File: config.mk
export PLATFORM = sky130hd
export DESIGN_NAME = regfile_wb
export DESIGN_NICKNAME = d
export VERILOG_FILES = /design/src/rtl/regfile_pkg.sv /design/src/rtl/regfile_wb_fifo.sv /design/src/rtl/regfile_wb.sv
export SDC_FILE = /design/constraint.sdc
export NUM_CORES = 1
export LEC_CHECK = 0
export BUFFER_PORTS_ARGS = -buffer_cell sky130_fd_sc_hd__buf_2
export CORE_MARGIN = 5
export CORE_UTILIZATION = 35
export DETAILED_ROUTE_END_ITERATION = 6
export PLACE_DENSITY = 0.63
export SYNTH_ARGS = -nofsm -noshare
export SYNTH_HDL_FRONTEND = slang
export SYNTH_HIERARCHICAL = 1
export SYNTH_SLANG_ARGS = --single-unit
File: constraint.sdc
create_clock -name clk -period 4.5 [get_ports clk]
set_input_delay 0.675 -clock clk [delete_from_list [all_inputs] [get_ports clk]]
set_output_delay 0.675 -clock clk [all_outputs]
set_load 0.02 [all_outputs]
File: src/rtl/regfile_pkg.sv
// Shared register-file types: address/data widths and the
// write request bundle used by writeback, regfile and decode.
package regfile_pkg;

  localparam int RADDRWIDTH = 3;
  localparam int REGWIDTH   = 16;
  localparam int NREGS      = 1 << RADDRWIDTH;

  typedef struct packed {
    logic [RADDRWIDTH-1:0] waddr;
    logic [REGWIDTH-1:0]   wdata;
  } wb_req_t;

endpackage

File: src/rtl/regfile_wb_fifo.sv
// Load-result FIFO for the writeback stage.
// Ports: push_i/din_i write, pop_i/head_o read, full_o, empty_o.
module wb_fifo
  import regfile_pkg::*;
#(
  parameter int DEPTH = 4
) (
  input  logic    clk,
  input  logic    rst_n,
  input  logic    push_i,
  input  wb_req_t din_i,
  input  logic    pop_i,
  output wb_req_t head_o,
  output logic    full_o,
  output logic    empty_o
);

  localparam int AW = $clog2(DEPTH);
  localparam logic [AW-1:0] PINC = AW'(1);
  localparam logic [AW:0]   CINC = (AW+1)'(1);
  localparam logic [AW:0]   CMAX = (AW+1)'(DEPTH);

  wb_req_t       mem_q [DEPTH];
  logic [AW-1:0] wr_q;
  logic [AW-1:0] rd_q;
  logic [AW:0]   cnt_q;

  // Pointers wrap naturally because DEPTH is a power of two.
  always_ff @(posedge clk or negedge rst_n) begin
    if (!rst_n) begin
      wr_q  <= '0;
      rd_q  <= '0;
      cnt_q <= '0;
      for (int i = 0; i < DEPTH; i++) begin
        mem_q[i] <= '0;
      end
    end else begin
      if (push_i) begin
        mem_q[wr_q] <= din_i;
        wr_q        <= wr_q + PINC;
      end
      if (pop_i) begin
        rd_q <= rd_q + PINC;
      end
      unique case ({push_i, pop_i})
        2'b10:   cnt_q <= cnt_q + CINC;
        2'b01:   cnt_q <= cnt_q - CINC;
        default: ;
      endcase
    end
  end

  assign head_o  = mem_q[rd_q];
  assign full_o  = (cnt_q == CMAX);
  assign empty_o = (cnt_q == '0);

endmodule

File: src/rtl/regfile_wb.sv
// Writeback stage owning the regfile write port.
// ALU results win over queued loads; pending tracks loads in flight.
// In: alu_*, ld_valid/ld_waddr/ld_wdata, iss_valid/iss_waddr.
// Out: ld_ready, pending, we/waddr/wdata (registered).
module regfile_wb
  import regfile_pkg::*;
#(
  parameter int LDDEPTH = 4
) (
  input  logic                  clk,
  input  logic                  rst_n,
  input  logic                  alu_valid,
  input  logic [RADDRWIDTH-1:0] alu_waddr,
  input  logic [REGWIDTH-1:0]   alu_wdata,
  input  logic                  ld_valid,
  output logic                  ld_ready,
  input  logic [RADDRWIDTH-1:0] ld_waddr,
  input  logic [REGWIDTH-1:0]   ld_wdata,
  input  logic                  iss_valid,
  input  logic [RADDRWIDTH-1:0] iss_waddr,
  output logic [NREGS-1:0]      pending,
  output logic                  we,
  output logic [RADDRWIDTH-1:0] waddr,
  output logic [REGWIDTH-1:0]   wdata
);

  logic                  alu_wr;
  logic                  fifo_push;
  logic                  fifo_pop;
  logic                  fifo_full;
  logic                  fifo_empty;
  wb_req_t               ld_req;
  wb_req_t               head;

  logic                  we_q;
  logic                  we_d;
  logic [RADDRWIDTH-1:0] waddr_q;
  logic [RADDRWIDTH-1:0] waddr_d;
  logic [REGWIDTH-1:0]   wdata_q;
  logic [REGWIDTH-1:0]   wdata_d;
  logic [NREGS-1:0]      pend_q;
  logic [NREGS-1:0]      pend_d;

  assign alu_wr    = alu_valid && (alu_waddr != '0);
  assign ld_ready  = !fifo_full;
  // r0 loads complete the handshake but never enter the queue.
  assign fifo_push = ld_valid && ld_ready && (ld_waddr != '0);
  assign fifo_pop  = !alu_wr && !fifo_empty;
  assign ld_req    = '{waddr: ld_waddr, wdata: ld_wdata};

  wb_fifo #(
    .DEPTH(LDDEPTH)
  ) u_fifo (
    .clk    (clk),
    .rst_n  (rst_n),
    .push_i (fifo_push),
    .din_i  (ld_req),
    .pop_i  (fifo_pop),
    .head_o (head),
    .full_o (fifo_full),
    .empty_o(fifo_empty)
  );

  always_comb begin
    we_d    = 1'b0;
    waddr_d = waddr_q;
    wdata_d = wdata_q;
    pend_d  = pend_q;
    unique case (1'b1)
      alu_wr: begin
        we_d    = 1'b1;
        waddr_d = alu_waddr;
        wdata_d = alu_wdata;
      end
      fifo_pop: begin
        we_d               = 1'b1;
        waddr_d            = head.waddr;
        wdata_d            = head.wdata;
        pend_d[head.waddr] = 1'b0;
      end
      default: ;
    endcase
    // Applied after the clear so a same-cycle reissue stays pending.
    if (iss_valid) begin
      pend_d[iss_waddr] = 1'b1;
    end
    pend_d[0] = 1'b0;
  end

  always_ff @(posedge clk or negedge rst_n) begin
    if (!rst_n) begin
      we_q    <= 1'b0;
      waddr_q <= '0;
      wdata_q <= '0;
      pend_q  <= '0;
    end else begin
      we_q    <= we_d;
      waddr_q <= waddr_d;
      wdata_q <= wdata_d;
      pend_q  <= pend_d;
    end
  end

  assign we      = we_q;
  assign waddr   = waddr_q;
  assign wdata   = wdata_q;
  assign pending = pend_q;

endmodule

==> run metrics, run 1 <==
status completed; maxcap violations 0; Top delay family on crit path compound AO/OA/AOI/OAI gates; layout cell share with drive strength beyond 1 46.0%; most common cell after layout, fill and taps aside dfrtp_1; Compound-Gate Fraction of Synth Area 4.12%; Synth Area per Inst 15.5 um2; flops & latches, synth 110; initial core utilization 35.9%; Simple-Gate Fraction of Synth Area 5.45%; leakage power 2.75 nW; Post-Route M1 WL 5.28 mm; Tot Pwr 4.57 mW; highest routed layer met4; core footprint 0.0146 mm2; Final Setup Violations 0; via count 3016; metal2 WL 5.12 mm; CTS H-tree lvls 3; register area share after synthesis 52.4%; pin count of the biggest net entering global routing 84; GRT Overall Usage 12.9%; Pre-Repair DR Iteration Count 4; drt total wl 11.0 mm; pwr/cell area 762 mW/mm2; Post-synth EDFFs 0; RSZ-0062 raised after global routing false; Rows 44; area grow syn2layout 14.1%; clock latency on the worst-skew pair 340 ps; Most used DFF post-synth dfrtp_1; number of global-route vias before repair 3209; Die ar. 0.0176 mm2; antenna-violating nets left 0; CP max stage cell o311a_1; ant diodes 0; crit end category flip-flop; Nets 462; drt wl/cell 18.3 um; Post-Synthesis Cells 339; synthesized cell area 0.00526 mm2; via/cell ratio 5.04; CTS max path bufs 2; Max FO, Critical Path 8; CP cell instances inv_1 -> and3_1 -> inv_1 -> o311a_1 -> inv_1 -> ha_1 -> inv_1 -> fa_1 -> xor2_1 -> nor2_1 -> xor2_1; detailed placement HPWL 7.41 mm; drt drc 0; IO Pins 75; Synth cell types 37; CTS tree built; clock buffer count from CTS 9; max_slew headroom 29.5%; GPL Wtd Cong 0.802; post-CTS sizing 0; Filler cells 1356; Die Wd 133 um; Layout Cells excl Fill 599; Place WS 1660 ps; root buffer cell clkbuf_16; XOR/XNOR Fraction of Synth Area 1.00%; Clock Sink Count 110; die height 133 um; Slew @ Worst Pin 1060 ps; met3 routed WL 401 um; Reg clk slew, reported paths 70 ps; Final Max Tran Viols 0; Crit path largest cell delay 760 ps; antenna violations before repair 0; Final WS setup 1870 ps; Core Util, Final 41.0%; CTS Hold Buffers Added 0; placed insts 583; clk_skew 7.20 ps; total grt overflow 0; maximum clock rate 380 MHz; post-synthesis mux area share 31.4%; final period utilization 58.5%; Arr. time, crit path 2850 ps; ys async rst share 100%; final hold viol count 0; setup_tns 0 ps; I/O Buffers 73; critical path class flip-flop to flip-flop; Worst Hold Class input port to async pin; DR iter-0 viols 101; Mapped Nets 391; Worst EP required 4720 ps; CP most frequent cell inv_1; first-pass GRT wire length 17.7 mm; most frequent cells in the layout dfrtp_1, buf_2, mux2_4; Max VDD drop 0.304 mV; Buf/Inv on CP 4; Post-CTS Setup Bufs 0; minimum clock period 2630 ps; combinational family with the most area after synthesis multiplexers; Setup crit start kind flip-flop; synth warn 6; adder-cell share of the synthesized area 1.57%
stage by stage:
| stage | area, um2 | hold slack [ps] |
|---|---|---|
| after floorplan | 5260 | 379 |
| after global placement | 5700 | 479 |
| after detailed placement | 5700 | 483 |
| after CTS | 6000 | 499 |
| after global routing | 6000 | 514 |
| final | 6000 | 490 |
power by group:
group	internal, mW	switching [mW]	leakage (nW)
Clock	0.448	0.342	0.144
Combinational	1.07	0.896	1.30
Sequential	1.49	0.314	1.31
cell usage after synthesis (2+ instances only):
cell type	instances	area (um2)
o21ai_1	9	45.0
nand4b_1	3	26.3
a32o_1	3	30.0
nand3_1	2	10.0
mux4_1	4	105
mux2i_1	20	200
nand4_1	2	12.5
xor2_1	4	35.0
nand2_8	4	80.1
mux2_2	36	405
nand3b_1	2	15.0
o21ai_0	9	45.0
mux4_2	15	338
buf_2	5	25.0
mux2_4	40	601
xnor2_1	2	17.5
buf_6	6	67.6
nor2_1	4	15.0
dfrtp_1	110	2750
buf_12	4	80.1
o21ai_2	3	26.3
ha_1	5	62.6
nor2b_1	3	18.8
nand2_1	24	90.1
a22o_1	2	17.5
inv_1	7	26.3
cell families (layout without fill, tap and decap cells):
logic type,count (synthesis),in the layout
AND/OR/NAND/NOR,47,47
adder cells (fa/ha/maj),6,6
buffers and inverters,24,100
AO/OA/AOI/OAI,30,30
multiplexers,115,115
flip-flops,110,110
XOR/XNOR,6,6
other,1,1
flip-flops by register name, summed over array words and instances (netlist names):
signal,cells
u_fifo/cnt_q,3
u_fifo/wr_q,2
pending,7
wdata,16
u_fifo/rd_q,2
waddr,3
u_fifo/mem_q,76
we,1
path summary, 6_finish.rpt:
path	start	end	slack (ps)	cells past startpoint
worst max-delay path	u_fifo/cnt_q[0]	u_fifo/cnt_q[2]	1870	11
worst min-delay path	rst_n	u_fifo/mem_q[27]	490	1
worst max register to register	u_fifo/cnt_q[0]	u_fifo/cnt_q[2]	1870	11
worst min register to register	pending[6]	pending[6]	490	1
max in group asynchronous	rst_n	wdata[15]	3040	2
min in group clk	pending[6]	pending[6]	490	1
final cells by class:
| type | count | area (um2) | share of cell area (%) |
|---|---|---|---|
| clock inverters | 3 | 43.8 | 0.730 |
| clock buffers | 13 | 250 | 4.17 |
| repair buffers | 77 | 398 | 6.63 |
| flip-flops and latches | 110 | 2750 | 45.9 |
| inverters | 7 | 26.3 | 0.438 |
| multi-input cells | 205 | 2300 | 38.3 |
| well taps | 184 | 230 | 3.84 |
routing by layer:
metal | up-vias | global-route usage (%)
met3 | 11 | 2.85
li1 | 1374 | -
met4 | 0 | 5.02
met2 | 64 | 20.1
met5 | - | 0
met1 | 1567 | 17.7
(Power assumes the default switching activity.)
==> inputs of run 2 (changes only) <==
--- a/config.mk
+++ b/config.mk
@@ -9,7 +9,7 @@
 export CORE_MARGIN = 5
 export CORE_UTILIZATION = 35
 export DETAILED_ROUTE_END_ITERATION = 6
-export PLACE_DENSITY = 0.63
+export PLACE_DENSITY = 0.65
 export SYNTH_ARGS = -nofsm -noshare
 export SYNTH_HDL_FRONTEND = slang
 export SYNTH_HIERARCHICAL = 1
==> constraint.sdc (replaced) <==
create_clock -name clk -period 2.32 [get_ports clk]
set_input_delay 0.348 -clock clk [delete_from_list [all_inputs] [get_ports clk]]
set_output_delay 0.348 -clock clk [all_outputs]
set_load 0.02 [all_outputs]
==> run metrics, run 2 (same netlist as run 1, synthesis figures left out) <==
antenna-violating nets left 0 (unchanged); via count 3005 (-0.36%); first-pass GRT wire length 18.0 mm (+1.5%); Filler cells 1354 (-0.15%); Die ar. 0.0176 mm2 (unchanged); multi-input logic area 0.00230 mm2 (unchanged); IO Pins 75 (unchanged); area grow syn2layout 14.9%; die height 133 um (unchanged); CP most frequent cell inv_1; clock buffer count from CTS 9 (unchanged); I/O Buffers 73 (unchanged); number of global-route vias before repair 3254 (+1.4%); drt drc 0 (unchanged); FF-to-FF path depth 11 (unchanged); via/cell ratio 4.99 (-0.86%); Final Setup Violations 0 (unchanged); ant diodes 0 (unchanged); Slew @ Worst Pin 604 ps (-454 ps); CTS max path bufs 2 (unchanged); Biggest register u_fifo/mem_q; Max VDD drop 0.482 mV (+59%); Core Util, Final 41.2% (+0.27 points); worst reg2reg endpoint u_fifo/cnt_q[2]; root buffer cell clkbuf_16; final hold viol count 0 (unchanged); detailed placement HPWL 7.51 mm (+1.4%); register area 0.00275 mm2 (unchanged); Nets 465 (+0.65%); Setup crit start kind flip-flop; leakage power 2.77 nW (+0.77%); maxcap violations 0 (unchanged); CP max stage cell dfrtp_1; Critical R2R Launch u_fifo/cnt_q[0]; max_slew headroom 59.8% (+30 points); Reg2Reg Setup Slack 260 ps (-1600 ps); setup_tns 0 ps (unchanged); Worst EP required 2590 ps (-2130 ps); Arr. time, crit path 2330 ps (-520 ps); core footprint 0.0146 mm2 (unchanged); RSZ-0062 raised after global routing false; GRT Overall Usage 13.0% (+0.077 points); drt total wl 10.9 mm (-0.67%); pwr/cell area 1470 mW/mm2 (+93%); Die Wd 133 um (unchanged); final period utilization 88.7% (+30 points); most frequent cells in the layout dfrtp_1, buf_2, mux2_4; crit end category flip-flop; drt wl/cell 18.1 um (-1.2%); antenna violations before repair 0 (unchanged); CTS H-tree lvls 3 (unchanged); most common cell after layout, fill and taps aside dfrtp_1; Crit path largest cell delay 410 ps (-350 ps); Pre-Repair DR Iteration Count 4 (unchanged); GPL Wtd Cong 0.813 (+1.4%); Post-CTS Setup Bufs 0 (unchanged); post-CTS sizing 0 (unchanged); DR iter-0 viols 131 (+30%); CP cell instances inv_1 -> and3_1 -> inv_1 -> o311a_1 -> inv_1 -> ha_1 -> inv_1 -> fa_1 -> xor2_1 -> nor2_1 -> xor2_1; minimum clock period 2060 ps (-576 ps); max reg flops 76 (unchanged); maximum clock rate 486 MHz (+28%); layout cell share with drive strength beyond 1 47.1% (+1.1 points); status completed; Reg clk slew, reported paths 80 ps (about the same); Worst Hold Class input port to async pin; initial core utilization 35.9% (unchanged); clk_skew 8.19 ps (+0.985 ps); CTS Hold Buffers Added 0 (unchanged); critical path class flip-flop to flip-flop; Max FO, Critical Path 3 (-5); CTS tree built; Clock Sink Count 110 (unchanged); pin count of the biggest net entering global routing 47 (-44%); total grt overflow 0 (unchanged); Final Max Tran Viols 0 (unchanged); Rows 44 (unchanged); clock latency on the worst-skew pair 350 ps (about the same)
[run 2: cell count changes in the layout (fill, tap and decap cells not counted)]
| cell | change |
|---|---|
| buf_12 | +1 |
| clkbuf_1 | -3 |
| clkbuf_8 | -1 |
| inv_6 | +1 |
| buf_4 | +2 |
| clkinv_2 | +1 |
| clkinv_4 | +1 |
| clkinvlp_4 | +1 |
[run 2: final cells by class]
cell class                      count  share of cell area [%]
Inverter                            7                   0.435
Tap cell                          184                    3.81
Multi-Input combinational cell    205                    38.0
Clock inverter                      7                    1.22
Clock buffer                        9                    3.73
Sequential cell                   110                    45.6
Timing Repair Buffer               80                    7.17
[run 2: stage by stage]
| step | hold slack [ps] | cells | cell area (um2) | worst slack (ps) | total power [mW] |
|---|---|---|---|---|---|
| after global placement | 390 | 586 | 5740 | 173 | 7.23 |
| after CTS | 25.3 | 602 | 6040 | 245 | 8.98 |
| after detailed placement | 402 | 586 | 5740 | 89.7 | 7.39 |
| final | 0.0602 | 602 | 6040 | 261 | 8.86 |
| after floorplan | 52.4 | 339 | 5260 | 162 | 6.45 |
| after global routing | 58.8 | 602 | 6040 | 107 | 9.42 |
[run 2: worst max path at each step]
stage,start,to,slack (ps),cells after the start
2_1_floorplan,alu_waddr[1],u_fifo/cnt_q[2],160,10
3_3_place_gp,alu_waddr[1],u_fifo/cnt_q[2],170,9
3_5_place_dp,alu_waddr[1],u_fifo/cnt_q[2],90,9
4_1_cts,u_fifo/cnt_q[0],u_fifo/cnt_q[2],240,11
5_1_grt,u_fifo/cnt_q[0],u_fifo/cnt_q[2],110,11
6_report,u_fifo/cnt_q[0],u_fifo/cnt_q[2],260,11
[run 2: power by group]
group / switching, mW / internal, mW / leakage, nW
sequential: 0.536 / 2.90 / 1.31
clock: 0.709 / 0.841 / 0.146
combinational: 1.79 / 2.09 / 1.32
[run 2: per-layer routing]
layer  global-route usage (%)  vias to the layer above  part of all wire (%)
met4                     4.33                        0                   1.4
met3                     3.34                        7                   4.4
li1                         -                     1389                     -
met5                        0                        -                     0
met1                     17.3                     1557                    46
met2                     20.8                       52                    48
[run 2: critical path, delay by kind of cell, from the launching register on]
family / cells / cell delay [ps]
AND/OR/NAND/NOR: 2 / 290
adder cells (fa/ha/maj): 2 / 550
buffers and inverters: 4 / 310
XOR/XNOR: 2 / 310
AO/OA/AOI/OAI: 1 / 120
flip-flops: 1 / 410
==> inputs of run 3 (changes only) <==
--- a/config.mk
+++ b/config.mk
@@ -5,6 +5,7 @@
 export SDC_FILE = /design/constraint.sdc
 export NUM_CORES = 1
 export LEC_CHECK = 0
+export ABC_AREA = 1
 export BUFFER_PORTS_ARGS = -buffer_cell sky130_fd_sc_hd__buf_2
 export CORE_MARGIN = 5
 export CORE_UTILIZATION = 35
==> run metrics, run 3 <==
status completed; synth warn 6 (unchanged); Most used DFF post-synth dfrtp_1; multi-input logic area 0.00220 mm2 (-4.0%); CP max stage cell dfrtp_1; minimum clock period 1920 ps (-139 ps); most frequent cells in the layout nand2_1, dfrtp_1, inv_1; leakage power 3.28 nW (+18%); most common cell after layout, fill and taps aside nand2_1; antenna-violating nets left 0 (unchanged); Worst Hold Class input port to flip-flop; pwr/cell area 1360 mW/mm2 (-7.5%); Biggest register u_fifo/mem_q; core footprint 0.0158 mm2 (+7.7%); root buffer cell clkbuf_16; detailed placement HPWL 9.14 mm (+22%); Synth area leaders dfrtp_1, nand2_1, inv_1; crit end category flip-flop; clock latency on the worst-skew pair 350 ps (about the same); Synth cell types 29 (-22%); Max FO, Critical Path 4 (+1); CP cell instances nor3_1 -> inv_1 -> nand2_1 -> nor2_1 -> inv_1 -> ha_1 -> inv_1 -> fa_1 -> nand2_1 -> nand3_1 -> nand2_1 -> nand2_1; cell taking the most area after synthesis dfrtp_1; Pre-Repair DR Iteration Count 5 (+1); ys async rst share 100% (unchanged); ant diodes 0 (unchanged); RSZ-0062 raised after global routing false; drt wl/cell 13.9 um (-23%); final hold viol count 0 (unchanged); CTS H-tree lvls 3 (unchanged); Die Wd 136 um (+2.7%); Filler cells 1610 (+19%); CTS tree built; initial core utilization 35.3% (-0.57 points); top cell type's share of synthesized area 49.4% (-3.0 points); Final Max Tran Viols 0 (unchanged); setup_tns 0 ps (unchanged); CTS max path bufs 2 (unchanged); CP most frequent cell nand2_1; Worst EP required 2560 ps (-30 ps); number of global-route vias before repair 4215 (+30%); critical path class flip-flop to flip-flop; clock buffer count from CTS 9 (unchanged); Clock Sink Count 110 (unchanged); Setup crit start kind flip-flop; DR iter-0 viols 250 (+91%); Arr. time, crit path 2160 ps (-170 ps); Crit path largest cell delay 430 ps (+20 ps); Post-Synthesis Cells 636 (+88%); maxcap violations 0 (unchanged); total grt overflow 0 (unchanged); pin count of the biggest net entering global routing 46 (-2.1%); Rows 46 (+4.5%); Reg clk slew, reported paths 70 ps (about the same); Reg2Reg Setup Slack 400 ps (+140 ps); synthesized cell area 0.00557 mm2 (+6.0%); register area share after synthesis 49.4% (-3.0 points); Synth top cells by count nand2_1, dfrtp_1, inv_1, nand3_1, o21ai_0; area grow syn2layout 14.9% (about the same); Post-synth EDFFs 0 (unchanged); Nets 754 (+62%); register area 0.00275 mm2 (about the same); clk_skew 6.70 ps (-1.49 ps); flops & latches, synth 110 (unchanged); via/cell ratio 4.63 (-7.3%); layout cell share with drive strength beyond 1 23.9% (-23 points); GPL Wtd Cong 0.791 (-2.7%); via count 4269 (+42%); Max VDD drop 0.474 mV (-1.8%); max reg flops 76 (unchanged); first-pass GRT wire length 21.6 mm (+20%); Die ar. 0.0185 mm2 (+5.5%); Core Util, Final 40.6% (-0.66 points); maximum clock rate 521 MHz (+7.2%); Mapped Nets 688 (+76%); die height 136 um (+2.7%); I/O Buffers 73 (unchanged); post-CTS sizing 0 (unchanged); drt drc 0 (unchanged); IO Pins 75 (unchanged); Final Setup Violations 0 (unchanged); drt total wl 12.9 mm (+18%); Synth Area per Inst 8.76 um2 (-44%); GRT Overall Usage 14.7% (+1.7 points); most frequent cell after synthesis nand2_1; antenna violations before repair 1 (+1); final period utilization 82.8% (-6.0 points)
-- run 3: worst paths after layout --
kind / from / endpoint / cells past startpoint
max: u_fifo/cnt_q[0] / u_fifo/cnt_q[2] / 12
min: alu_wdata[15] / wdata[15] / 3
min in group asynchronous: rst_n / wdata[7] / 2
min reg2reg: wdata[9] / wdata[9] / 2
max reg2reg: u_fifo/cnt_q[0] / u_fifo/cnt_q[2] / 12
max in group asynchronous: rst_n / wdata[0] / 3
-- run 3: report_power, final --
group / internal [mW] / switching [mW] / leakage (nW)
clock: 0.798 / 0.718 / 0.139
sequential: 2.79 / 0.585 / 1.37
combinational: 1.40 / 2.40 / 1.77
-- run 3: layout make-up --
type	count	share of cell area, %
Clock buffer	11	3.95
Clock inverter	5	0.645
Inverter	83	4.87
Multi-Input combinational cell	406	34.5
Sequential cell	110	43.0
Tap cell	216	4.22
Timing Repair Buffer	92	8.80
-- run 3: routing by layer --
metal / wire [um] / up-vias / track usage [%]
li1: - / 2168 / -
met1: 6190 / 1972 / 20.9
met2: 5660 / 111 / 22.1
met3: 814 / 16 / 3.29
met4: 199 / 2 / 4.87
met5: 13 / - / 0
-- run 3: repair_timing --
item                                   in CTS  in global routing
endpoints found under the hold margin      33                  0
setup buffers                               0                  0
hold buffers                                1                  0
-- run 3: cells by family (layout without fill, tap and decap cells) --
logic type / Yosys count / in the layout / share of synthesized area [%]
fa+ha+maj: 6 / 6 / 1.48
other cells: 1 / 1 / 0.0673
xor+xnor: 4 / 4 / 0.629
buf+inv: 120 / 191 / 11.1
flops: 110 / 110 / 49.4
compound gates: 119 / 119 / 16.1
simple gates: 276 / 276 / 21.2
-- run 3: per-stage QoR --
step / power (mW) / hold slack (ps) / instance area (um2) / cells / setup WS [ps]
2_1_floorplan: 6.23 / 52.4 / 5570 / 636 / 372
3_3_place_gp: 7.11 / 350 / 6090 / 906 / 404
3_5_place_dp: 7.21 / 346 / 6090 / 906 / 366
4_1_cts: 8.77 / 202 / 6400 / 923 / 395
5_1_grt: 9.45 / 231 / 6400 / 923 / 254
6_report: 8.69 / 213 / 6400 / 923 / 400
-- run 3: critical path: cells and delay by family, from the launching register on --
family                   cells  cell delay (ps)
buffers and inverters        3              220
AND/OR/NAND/NOR              7              620
adder cells (fa/ha/maj)      2              540
flip-flops                   1              430
